==> config.mk <==
export PLATFORM = sky130hd
export DESIGN_NAME = result_streamer
export DESIGN_NICKNAME = d
export VERILOG_FILES = /design/src/rtl/result_streamer.sv
export SDC_FILE = /design/constraint.sdc
export NUM_CORES = 1
export LEC_CHECK = 0
export ABC_AREA = 1
export BUFFER_PORTS_ARGS = -buffer_cell sky130_fd_sc_hd__buf_2
export CORE_MARGIN = 5
export CORE_UTILIZATION = 30
export DETAILED_ROUTE_END_ITERATION = 10
export PLACE_DENSITY = 0.59
export SYNTH_ARGS = -nofsm -noshare
export SYNTH_HDL_FRONTEND = slang
export SYNTH_SLANG_ARGS = --single-unit
==> constraint.sdc <==
create_clock -name clk -period 2.4 [get_ports clk]
set_input_delay 0.12 -clock clk [delete_from_list [all_inputs] [get_ports clk]]
set_output_delay 0.12 -clock clk [all_outputs]
set_load 0.005 [all_outputs]
==> src/rtl/result_streamer.sv <==
// Reads DEPTH result words from the output RAM in address order and streams them out through a 2-entry FIFO.
// Optional feature macro: RESULT_CHECKSUM_EN adds a running modular sum of the streamed words.
module result_streamer #(
  parameter int DATA_W = 32,
  parameter int DEPTH  = 8,
  parameter int ADDR_W = 3
) (
  input  logic              clk,
  input  logic              rst,
  input  logic              start,
  output logic              busy,
  output logic              done,
  output logic              ram_rd,
  output logic [ADDR_W-1:0] ram_addr,
  input  logic [DATA_W-1:0] ram_rdata,
  output logic              m_valid,
  input  logic              m_ready,
  output logic [DATA_W-1:0] m_data,
  output logic              m_last
`ifdef RESULT_CHECKSUM_EN
  ,
  output logic [DATA_W-1:0] checksum
`endif
);

  localparam int CW = ADDR_W + 1;
  localparam logic [CW-1:0] LAST_IDX = CW'(DEPTH - 1);
  localparam logic [CW-1:0] END_IDX  = CW'(DEPTH);

  typedef enum logic [1:0] {
    S_IDLE  = 2'd0,
    S_READ  = 2'd1,
    S_DRAIN = 2'd2,
    S_DONE  = 2'd3
  } state_t;

  state_t            state_q, state_d;
  logic [CW-1:0]     rd_idx_q, rd_idx_d;
  logic [CW-1:0]     out_idx_q, out_idx_d;
  logic              inflight_q, inflight_d;
  logic [1:0]        count_q, count_d;
  logic              wr_ptr_q, wr_ptr_d;
  logic              rd_ptr_q, rd_ptr_d;
  logic [ADDR_W-1:0] last_addr_q, last_addr_d;
  logic [DATA_W-1:0] mem_q [0:1];

  logic issue_s, handshake_s, push_s, pop_s, last_hs_s;

  // A word arriving into an empty FIFO is presented directly, which keeps one word per cycle
  // sustainable while never owning more than two words.
  always_comb begin
    issue_s     = (state_q == S_READ) && (rd_idx_q < END_IDX) &&
                  (({1'b0, count_q} + {2'b00, inflight_q}) < 3'd2);
    m_valid     = (count_q != 2'd0) || inflight_q;
    m_data      = ((count_q == 2'd0) && inflight_q) ? ram_rdata : mem_q[rd_ptr_q];
    m_last      = m_valid && (out_idx_q == LAST_IDX);
    handshake_s = m_valid && m_ready;
    pop_s       = handshake_s && (count_q != 2'd0);
    push_s      = inflight_q && !((count_q == 2'd0) && handshake_s);
    last_hs_s   = handshake_s && (out_idx_q == LAST_IDX);
    ram_rd      = issue_s;
    ram_addr    = issue_s ? rd_idx_q[ADDR_W-1:0] : last_addr_q;
    busy        = (state_q == S_READ) || (state_q == S_DRAIN);
    done        = (state_q == S_DONE);
  end

  // Next-state and counter logic.
  always_comb begin
    state_d     = state_q;
    rd_idx_d    = rd_idx_q + {{(CW-1){1'b0}}, issue_s};
    out_idx_d   = out_idx_q + {{(CW-1){1'b0}}, handshake_s};
    inflight_d  = issue_s;
    last_addr_d = issue_s ? rd_idx_q[ADDR_W-1:0] : last_addr_q;
    wr_ptr_d    = wr_ptr_q ^ push_s;
    rd_ptr_d    = rd_ptr_q ^ pop_s;
    case ({push_s, pop_s})
      2'b10:   count_d = count_q + 2'd1;
      2'b01:   count_d = count_q - 2'd1;
      default: count_d = count_q;
    endcase
    case (state_q)
      S_IDLE: begin
        if (start) begin
          state_d   = S_READ;
          rd_idx_d  = {CW{1'b0}};
          out_idx_d = {CW{1'b0}};
        end else begin
          state_d = S_IDLE;
        end
      end
      S_READ: begin
        if (last_hs_s) begin
          state_d = S_DONE;
        end else if (rd_idx_q == END_IDX) begin
          state_d = S_DRAIN;
        end else begin
          state_d = S_READ;
        end
      end
      S_DRAIN: begin
        if (last_hs_s) begin
          state_d = S_DONE;
        end else begin
          state_d = S_DRAIN;
        end
      end
      S_DONE:  state_d = S_IDLE;
      default: state_d = S_IDLE;
    endcase
  end

  // State, counters and FIFO storage; reset drops any word still in flight from the RAM.
  always_ff @(posedge clk) begin
    if (rst) begin
      state_q     <= S_IDLE;
      rd_idx_q    <= {CW{1'b0}};
      out_idx_q   <= {CW{1'b0}};
      inflight_q  <= 1'b0;
      count_q     <= 2'd0;
      wr_ptr_q    <= 1'b0;
      rd_ptr_q    <= 1'b0;
      last_addr_q <= {ADDR_W{1'b0}};
      mem_q[0]    <= {DATA_W{1'b0}};
      mem_q[1]    <= {DATA_W{1'b0}};
    end else begin
      state_q     <= state_d;
      rd_idx_q    <= rd_idx_d;
      out_idx_q   <= out_idx_d;
      inflight_q  <= inflight_d;
      count_q     <= count_d;
      wr_ptr_q    <= wr_ptr_d;
      rd_ptr_q    <= rd_ptr_d;
      last_addr_q <= last_addr_d;
      if (push_s) begin
        mem_q[wr_ptr_q] <= ram_rdata;
      end
    end
  end

`ifdef RESULT_CHECKSUM_EN
  logic [DATA_W-1:0] checksum_q;

  // Running sum of every handshaken word, restarted by each accepted start.
  always_ff @(posedge clk) begin
    if (rst) begin
      checksum_q <= {DATA_W{1'b0}};
    end else if ((state_q == S_IDLE) && start) begin
      checksum_q <= {DATA_W{1'b0}};
    end else if (handshake_s) begin
      checksum_q <= checksum_q + m_data;
    end
  end

  assign checksum = checksum_q;
`endif

endmodule

==> impl_metrics.json <==
{
  "gp_congestion": 0.740,
  "grt_pass1_vias": 2928,
  "finalCriticalPeriod_ns": 2.03,
  "synthCells": 425,
  "instances_no_fill": 678,
  "hold_buffers": 0,
  "yosysUniqueCellTypes": 25,
  "antenna_found_initial": 2,
  "end_kind": "output port",
  "ant_nets": 0,
  "hold_viol_final": 0,
  "postSynthAreaPerCell_sq_um": 9.19,
  "ir_drop_uv": 357,
  "period_share_pct": 84.5,
  "clk_pin_slew_ns": 0.06,
  "fin_area_sq_um": 4700,
  "start_util_pct": 30.8,
  "synth_seq_area_share_pct": 58.5,
  "io_pins": 76,
  "fmax_mhz": 493,
  "ys_ff_latch": 82,
  "max-slew-margin-rel_pct": 62.1,
  "postCtsSetupBuffers": 0,
  "rsz0062_at_grt": "no",
  "fill_cells": 1326,
  "cts_tree": "yes",
  "drc": 0,
  "grt_pass1_wl_um": 14100,
  "wl_per_cell_um": 13.1,
  "die_x_um": 124,
  "route.vias.total": 3000,
  "finalMaxSlewViolations": 0,
  "viasPerCell": 4.42,
  "dp_hpwl_um": 6260,
  "hold_path_class": "in2reg",
  "die-height_um": 124,
  "p_per_area_nw_per_um2": 744,
  "status": "completed",
  "crit_path_max_fanout": 34,
  "r2r-end": "rd_idx_q[2]",
  "port_buffers": 75,
  "hp-start": "rst",
  "fin_nets": 547,
  "cts_root_buf": "clkbuf_16",
  "skew_ns": 0.00651,
  "maxCapViolCount": 0,
  "drt_wl_total_um": 8850,
  "whs_endpoint": "last_addr_q[1]",
  "row_count": 41,
  "post_cts_resized": 0,
  "tns_ns": 0,
  "tightest_slew_ns": 0.567,
  "rrSetupSlack_ns": 0.69,
  "p_leak_nw": 2.14,
  "grt_max_degree": 35,
  "htree_levels": 3,
  "yosys_warnings": 0,
  "arrival_ns": 1.91,
  "dpl_cell_area_sq_um": 4450,
  "holdPathStages": 2,
  "drive_gt1_share_pct": 22.0,
  "required_ns": 2.28,
  "clkLatencyLatePin_ns": 0.33,
  "cts_num_sinks": 82,
  "worst_setup_path_start_kind": "register",
  "clockBufferDepth": 2,
  "coreArea_sq_um": 12700,
  "worstRegToRegCells": 8,
  "area_delta_synth_final_pct": 20.5,
  "fp.dieArea_sq_um": 15400,
  "layout_setup_ws_ns": 0.371,
  "synthesis.area_sq_um": 3900,
  "dp_cells": 662,
  "pre_cts_ws_ns": 0.694,
  "path_class": "reg2out",
  "cts_buffers": 9,
  "synth.net_count": 471,
  "setup_viol": 0,
  "first_pass_iters": 4,
  "grt_overflow_total": 0,
  "grtUsageTotal_pct": 11.9,
  "drt_iter0_markers": 150
}
-- worst max path at each step --
stage	start	end	slack, ns	cells past startpoint
global route	count_q[0]	m_data[23]	0.19	6
detailed placement	count_q[0]	mem_q[1][29]	0.69	7
global placement	count_q[0]	m_data[26]	0.74	6
finish	count_q[0]	m_data[26]	0.37	6
floorplan	count_q[0]	mem_q[0][0]	0.36	7
CTS	count_q[0]	m_data[23]	0.33	6
-- where the power goes --
part           switching, mW  total, mW  internal (mW)
Sequential            0.0385       1.65           1.61
Combinational          0.394      0.653          0.259
Clock                  0.507       1.19          0.688
Total                  0.939       3.50           2.56
-- area by class of cell --
| type | instances | area, sq um | area share [%] |
|---|---|---|---|
| Antenna cell | 1 | 2.50 | 0.0532 |
| Clock buffer | 11 | 233 | 4.95 |
| Clock inverter | 4 | 20.0 | 0.426 |
| Inverter | 54 | 203 | 4.31 |
| Multi-Input combinational cell | 270 | 1290 | 27.5 |
| Sequential cell | 82 | 2280 | 48.5 |
| Tap cell | 172 | 215 | 4.58 |
| Timing Repair Buffer | 84 | 455 | 9.68 |
-- sequential cells by signal (all words and copies together), names as in the netlist, named ones only --
register and cells:
mem_q 64, out_idx_q 4, rd_idx_q 4, last_addr_q 3, count_q 2, inflight_q 1, rd_ptr_q 1, state_q 1
wr_ptr_q 1
-- kinds of logic (layout without fill, tap and decap cells) --
group	count (synthesis)	count (layout)	synth area share (%)
adder cells (fa/ha/maj)	10	10	3.21
flip-flops	82	82	58.5
buffers and inverters	73	153	8.43
AND/OR/NAND/NOR	208	208	21.4
AO/OA/AOI/OAI	47	47	7.34
other	0	1	0
XOR/XNOR	5	5	1.12
-- synthesized netlist by cell type, drive strengths merged --
library cell	number	area [sq um]
nor3	1	16.3
and2	1	6.26
or2	1	6.26
clkinv	2	7.51
nor4	1	6.26
o21ai	9	56.3
ha	10	125
a21oi	6	30.0
clkbuf	5	18.8
xnor2	2	17.5
dfxtp	18	360
nand2	86	330
edfxtp	64	1920
xor2	3	26.3
inv	52	195
nand3	5	25.0
nor2	113	447
a31oi	32	200
buf	14	108
-- cells in the final DEF, fill, tap and decap left out, drive strengths merged --
cell type,n
nor2,113
nand2,86
buf,84
edfxtp,64
inv,52
a31oi,32
dfxtp,18
clkbuf,11
ha,10
o21ai,9
a21oi,6
clkinv,6
nand3,5
xor2,3
xnor2,2
diode,1
nor3,1
and2,1
or2,1
nor4,1
-- worst max-delay path: stages, from the launching register on --
cell	delay (ns)
dfxtp_1	0.44
nor2_4	0.07
nand2_2	0.43
buf_12	0.27
nor2_1	0.06
a31oi_1	0.17
buf_2	0.15
-- per-layer routing --
metal  vias to the layer above  track usage, %  routed length (um)
met1                      1380            15.4                3870
met4                         2            4.24                 102
met5                         -               0                  13
met3                        10            3.18                 709
met2                        76            19.1                4160
li1                       1532               -                   -
-- metrics by stage --
| stage | power (mW) | utilization, % | hold slack (ns) |
|---|---|---|---|
| final | 3.50 | 37.1 | 0.0775 |
| after global routing | 3.70 | 37.1 | 0.0848 |
| after CTS | 3.56 | 37.1 | 0.0664 |
| after detailed placement | 2.34 | 35.1 | 0.418 |
| after global placement | 2.33 | 35.1 | 0.409 |
| after floorplan | 2.06 | - | 0.192 |
(Power assumes the default switching activity.)
